==> src/rtl/key_search_datapath.sv <==
// Key-search datapath: candidate-key counter, DES key formatting, match compare and result latch.
// Optional KEY_PARITY_EN sets each des_key byte to odd parity; otherwise the parity bit is 0.
module key_search_datapath #(
    parameter int KEY_W = 56,
    parameter int CNT_W = 32
) (
    input  logic             clk,
    input  logic             reset,
    input  logic             start,
    input  logic             up,
    input  logic             en1,
    input  logic             en2,
    input  logic [KEY_W-1:0] key_lo,
    input  logic [KEY_W-1:0] key_hi,
    input  logic [63:0]      target_cipher,
    input  logic [63:0]      cipher_in,
    output logic [63:0]      des_key,
    output logic             keyFound,
    output logic             found,
    output logic             exhausted,
    output logic [KEY_W-1:0] found_key,
    output logic [CNT_W-1:0] attempts
);

    localparam int NBYTES = KEY_W / 7;
    localparam logic [KEY_W-1:0] KEY_MAX = '1;
    localparam logic [CNT_W-1:0] CNT_MAX = '1;

    logic [KEY_W-1:0] key_cnt_q, key_cnt_d;
    logic             primed_q, primed_d;
    logic             start_q, start_d;
    logic             found_q, found_d;
    logic             exhausted_q, exhausted_d;
    logic [KEY_W-1:0] found_key_q, found_key_d;
    logic [CNT_W-1:0] attempts_q, attempts_d;

    logic start_rise;
    logic match;
    logic last;
    logic cnt_at_max;

    assign start_rise = start && !start_q;
    assign match      = (cipher_in == target_cipher);
    assign cnt_at_max = (key_cnt_q == KEY_MAX);
    assign last       = (key_cnt_q == key_hi) || cnt_at_max;
    assign keyFound   = primed_q && (match || last);

    // Byte 0 is the most significant byte and carries the top 7 key bits.
    genvar gi;
    for (gi = 0; gi < 8; gi++) begin : g_byte
        if (gi < NBYTES) begin : g_used
            logic [6:0] key_bits;
            assign key_bits = key_cnt_q[KEY_W-1-7*gi -: 7];
`ifdef KEY_PARITY_EN
            assign des_key[63-8*gi -: 8] = {key_bits, ~(^key_bits)};
`else
            assign des_key[63-8*gi -: 8] = {key_bits, 1'b0};
`endif
        end else begin : g_unused
            assign des_key[63-8*gi -: 8] = 8'h00;
        end
    end

    always_comb begin
        start_d     = start;
        key_cnt_d   = key_cnt_q;
        primed_d    = primed_q;
        found_d     = found_q;
        exhausted_d = exhausted_q;
        found_key_d = found_key_q;
        attempts_d  = attempts_q;

        // The first up only arms the compare, so key_lo itself is the first candidate.
        if (!start) begin
            key_cnt_d = key_lo;
            primed_d  = 1'b0;
        end else if (up) begin
            if (!primed_q) begin
                primed_d = 1'b1;
            end else if (!cnt_at_max) begin
                key_cnt_d = key_cnt_q + KEY_W'(1);
            end
        end

        if (start_rise) begin
            found_d     = 1'b0;
            exhausted_d = 1'b0;
            found_key_d = '0;
            attempts_d  = '0;
        end else begin
            if (en1 && (attempts_q != CNT_MAX)) begin
                attempts_d = attempts_q + CNT_W'(1);
            end
            if (en2 && !found_q && !exhausted_q) begin
                if (match) begin
                    found_d     = 1'b1;
                    found_key_d = key_cnt_q;
                end else begin
                    exhausted_d = 1'b1;
                end
            end
        end
    end

    always_ff @(posedge clk) begin
        if (reset) begin
            key_cnt_q   <= '0;
            primed_q    <= 1'b0;
            start_q     <= 1'b0;
            found_q     <= 1'b0;
            exhausted_q <= 1'b0;
            found_key_q <= '0;
            attempts_q  <= '0;
        end else begin
            key_cnt_q   <= key_cnt_d;
            primed_q    <= primed_d;
            start_q     <= start_d;
            found_q     <= found_d;
            exhausted_q <= exhausted_d;
            found_key_q <= found_key_d;
            attempts_q  <= attempts_d;
        end
    end

    assign found     = found_q;
    assign exhausted = exhausted_q;
    assign found_key = found_key_q;
    assign attempts  = attempts_q;

endmodule
==> config.mk <==
export PLATFORM = sky130hd
export DESIGN_NAME = key_search_datapath
export DESIGN_NICKNAME = d
export VERILOG_FILES = /design/src/rtl/key_search_datapath.sv
export SDC_FILE = /design/constraint.sdc
export NUM_CORES = 1
export LEC_CHECK = 0
export ABC_CLOCK_PERIOD_IN_PS = 2450
export BUFFER_PORTS_ARGS = -buffer_cell sky130_fd_sc_hd__buf_2
export CELL_PAD_IN_SITES_DETAIL_PLACEMENT = 2
export CELL_PAD_IN_SITES_GLOBAL_PLACEMENT = 2
export CORE_MARGIN = 1
export CORE_UTILIZATION = 26
export CTS_BUF_LIST = sky130_fd_sc_hd__clkbuf_16
export CTS_CLUSTER_SIZE = 10
export DETAILED_ROUTE_END_ITERATION = 7
export HOLD_SLACK_MARGIN = 0.02
export MAX_ROUTING_LAYER = met4
export PLACE_DENSITY = 0.81
export SYNTH_ARGS = -nofsm -noshare
export SYNTH_HDL_FRONTEND = slang
export SYNTH_SLANG_ARGS = --single-unit
==> constraint.sdc <==
create_clock -name clk -period 2.45 [get_ports clk]
set_clock_uncertainty 0.1 [all_clocks]
set_input_delay 0.245 -clock clk [delete_from_list [all_inputs] [get_ports clk]]
set_output_delay 0.245 -clock clk [all_outputs]
set_load 0.01 [all_outputs]
---- Word level (Yosys, flattened, before mapping) ----
Index checks and enable logic that the tools add are counted.
W data, S select, Z words.
storage, ports and cells
  register bits ........................... 148
  bits in latches ......................... 0
  RAM bits ................................ 0
  bits in read-only memories .............. 0
  bits of input ports ..................... 246
  output and inout bits ................... 155
  logic and storage cells ................. 37
  memories kept ........................... 0
operators by class
  add/subtract/negate cells ............... 2
  multipliers ............................. 0
  divide/modulo/power cells ............... 0
  order comparisons ....................... 0
  equality and inequality tests ........... 7
  shifts and indexed selects .............. 0
  muxes and demuxes ....................... 4
  bitwise operators ....................... 2
  reduce and logical (&&, ||, !) cells .... 15
operator list
  kind                     number
  $mux W56                 4
  $eq A64 B64 Y1           1
  $add A56 B1 Y56 const B  1
  $eq A56 B56 Y1           1
  $eq A56 B56 Y1 const B   1
  $add A32 B1 Y32 const B  1
  $ne A32 B32 Y1 const B   1
  $logic_and A1 B1 Y1      5
  $ne A2 B1 Y1 const B     2
  $reduce_and A2 Y1        2
  $reduce_or A2 Y1         2
  $logic_not A1 Y1         3
  $reduce_and A3 Y1        1
  $logic_or A1 B1 Y1       2
  $ne A2 B2 Y1 const B     1
  $not A1 Y1               2

---- Depth between registers and ports, before layout ----
  depth after elaboration ................. 5
  depth in mapped cells ................... 9

---- Worst setup path after synthesis ----
No wires, ideal clock.
  kind .................................... register to register
  start point ............................. register key_cnt_q[42]
  end point ............................... register key_cnt_q[0]
  library setup time ...................... 0.086 ns
  arrival time ............................ 2.148 ns
  required time ........................... 2.264 ns
  setup slack ............................. 0.116 ns
  cell stages (with the launch flop) ...... 10
  buffers on the path ..................... 3
  period minus slack after synthesis ...... 2.334 ns
  cells stage by stage .................... dfxtp_1 buf_2 nand4_2 or3_4 nor3_4 buf_6 buf_2 a21oi_1 xnor2_1 a211oi_1
between the ends
  longest elaborated chain between the ends .. 3
RTL lines
  element                             line  RTL
  from (decl)                         29    logic [KEY_W-1:0] key_cnt_q, key_cnt_d;
  from (signal assigned)              115   key_cnt_q <= key_cnt_d;
  $eq A56 B56 Y1                      44    assign cnt_at_max = (key_cnt_q == KEY_MAX);
  $ne A2 B2 Y1 (no source line)       -
  $reduce_and A3 Y1 (no source line)  -
Every way passes these cells.
A chain may end at the register's enable or synchronous reset.

---- Final worst setup path ----
  start point ............................. register key_cnt_q[36]
  end point ............................... output port keyFound
between the ends
  longest elaborated chain between the ends .. 4
RTL lines
  element                                   line    RTL
  $eq A56 B56 Y1, on equally long branches  45, 44
  $logic_or A1 B1 Y1 *                      45      assign last = (key_cnt_q == key_hi) || cnt_at_max;
  $logic_or A1 B1 Y1 *                      46      assign keyFound = primed_q && (match || last);
  $logic_and A1 B1 Y1 *                     46
  to (decl)                                 18      output logic keyFound,
Every way passes the cells marked *; elsewhere a longest branch is shown, timed or not.

==> impl_metrics.ini <==
[worst_hold_path]
holdPathStages = 3
hold_path.class = in -> reg
whs_endpoint = key_cnt_q[39]$_SDFFE_PP0P_
hold_start = key_lo[39]

[worst_setup_path]
crit_slowest_cell = nor4_4
critical_path_buf_inv_count = 3
worstRegToRegCells = 9
worst_setup_path_end_kind = output port
crit_fanout = 4
critPathTopFamily = simple AND/OR/NAND/NOR gates
ff2ff_setup_slack_ns = -0.08
r2r_start = key_cnt_q[33]$_SDFFE_PP0P_
critPathLaunchType = flip-flop
cp.arrival_ns = 2.40
path_cells = buf_6 > xor2_2 > nor4_4 > buf_4 > nand4_1 > nor3_2 > o31a_1 > buf_2
path_class = reg -> out
rr_endpoint = key_cnt_q[16]$_SDFFE_PP0P_
crit_path_max_incr_delay_ns = 0.40
crit_cells = 8
crit_required_ns = 2.11

[timing]
tightest_slew_ns = 0.659
max_freq_mhz = 364
setup_ws_ns = -0.298
hold_violations = 0
min_period_ns = 2.75
setup_viol = 5
slew_viol_final = 0
rsz0062_at_grt = yes
period_share_pct = 112
relSlewSlack_pct = 56.1

[routing]
vias = 11000
drt_pass1_iterations = 5
drt-total-wl_mm = 51.6
ant_nets = 0
drc = 0
dr.first_iter.drc_count = 692
via_per_inst = 5.42
avgRoutedWirePerCell_um = 25.4

[power_and_ir_drop]
p_per_area_mw_per_mm2 = 504
power_mw = 6.70
ir_drop_uv = 438
p_leak_nw = 5.50

[floorplanning]
chipWidth_um = 186
start_util_pct = 26.4
rows = 67
io_pins = 401
coreArea_mm2 = 0.0334
die_h_um = 186
die_area_mm2 = 0.0347

[global_route]
grt_usage_pct = 29.2
grt_pass1_wl_mm = 72.9
grt_pass1_vias = 11700
grt_max_degree = 73
grt_overflow = 0
antenna_found_initial = 4

[clocking]
path_clk_slew_ns = 0.07
cts_tree = yes
clkSinkCount = 148
clk_latency_ns = 0.45
ctsHtreeMaxLevel = 4
cts.root.buffer_cell = clkbuf_16
cts_buffer_depth = 2
cts_buffers = 17

[logic_synthesis]
yosys_warnings = 0
synth.most_common_cell = dfxtp_1
synth_edf_count = 0
synth_top_area_cell = dfxtp_1
ys_seq_area_share_pct = 33.6
synth_area_leaders = dfxtp_1 34%, xnor2_1 13%, xor2_1 6.3%
synth_common_cells = 148 x dfxtp_1, 127 x xnor2_1, 106 x nor2_1, 98 x nand3_1, 76 x a21oi_1
synth.ff_latch_count = 148
yosysUniqueCellTypes = 56
async_flop_share_pct = 0
netlist_instances = 1090
synth_ff_type = dfxtp_1
synth_area_mm2 = 0.00882
synth_top_area_share_pct = 33.6
avgSynthCellArea_um2 = 8.10

[status]
failed_checks = negative setup slack
status = finished with violations

[run]
drv_cap = 0

[placed_design]
routabilityCongestion = 0.886
dp.final_hpwl_mm = 34.8
io_buffers = 392

[finish]
fin_nets = 1815
final_core_util_pct = 39.8
drive_gt1_share_pct = 40.1
area_growth_syn_to_layout_pct = 50.7
layer usage:
metal  track usage (%)  share of wire, %
met1              34.0                40
met2              49.4                49
met3              4.46               6.3
met4              13.3               4.6
met5                 -                 0
placed cells by master, fill, tap and decap left out, types with 6 or more instances in the layout:
cell type,synthesis,layout
a211oi_1,44,39
a211oi_2,3,8
a21oi_1,76,76
a311oi_1,12,10
and3_1,11,10
buf_12,0,8
buf_2,17,391
buf_4,9,103
buf_6,3,12
clkbuf_16,0,17
conb_1,1,8
dfxtp_1,148,121
dfxtp_2,0,25
dlygate4sd3_1,0,35
inv_1,16,17
nand2_1,41,41
nand3_1,98,96
nand4_1,61,61
nor2_1,106,105
nor3_1,19,18
nor4_1,29,19
nor4_2,0,7
nor4_4,3,6
o21ai_0,67,67
or3_1,8,8
xnor2_1,127,118
xor2_1,63,62
cell families after synthesis:
family                     share of synthesized area, %
other                                            0.0425
muxes                                             0.113
and+or+nand+nor                                    25.4
DFF                                                33.6
xor gates and xnor gates                           18.9
AOI/OAI and AO/OA                                  16.0
adders and majority gates                         0.284
buffers and inverters                              5.76
registers in the layout, summed over array words and instances, names as in the netlist:
signal and cells:
found 1, found_key 56, start_q 1, key_cnt_q 56, primed_q 1, attempts 32, exhausted 1
worst min-delay path, cell delays in order:
cell and delay, ns:
buf_2 0.09, nor2_1 0.13, a211oi_1 0.07
where the power goes:
part / switching (mW) / internal [mW] / total, mW
sequential: 0.0936 / 2.48 / 2.57
clock: 1.20 / 1.59 / 2.79
combinational: 0.747 / 0.591 / 1.34
worst max-delay path by stage:
stage / start / endpoint
2_1_floorplan: key_cnt_q[42]$_SDFFE_PP0P_ / key_cnt_q[0]$_SDFFE_PP0P_
5_1_grt: key_cnt_q[19]$_SDFFE_PP0P_ / keyFound
3_5_place_dp: target_cipher[48] / found_key[51]$_SDFFE_PP0P_
4_1_cts: key_cnt_q[44]$_SDFFE_PP0P_ / keyFound
6_report: key_cnt_q[36]$_SDFFE_PP0P_ / keyFound
3_3_place_gp: key_cnt_q[40]$_SDFFE_PP0P_ / keyFound
per-stage QoR:
stage	instance area, um^2	hold slack (ns)	instances	setup TNS (ns)	setup slack [ns]
floorplan	8850	0.254	1097	0	0.116
global placement	11900	0.354	1948	-0.0621	-0.0420
detailed placement	11900	0.356	1948	-0.0342	-0.0212
CTS	13100	0.0207	2024	-0.118	-0.106
global route	13300	0.0271	2032	-0.906	-0.337
finish	13300	0.0334	2032	-0.564	-0.298
area by class of cell:
cell class	instances	area, um^2
fill	3742	20100
multi-input combinational	835	5710
timing repair buffer	549	3380
sequential	148	3000
tap	448	561
clock buffer	17	425
clock inverter	15	164
inverter	16	60.1
antenna	4	10.0
timing repair:
item | in CTS | in global routing
hold buffers | 35 | 0
setup buffers | 9 | 4
resized for setup | 65 | 23
endpoints found under the hold margin | 35 | 0
pin swaps | 21 | 8
setup endpoints to repair | 6 | 34
Power figures use the tool's default switching activity.
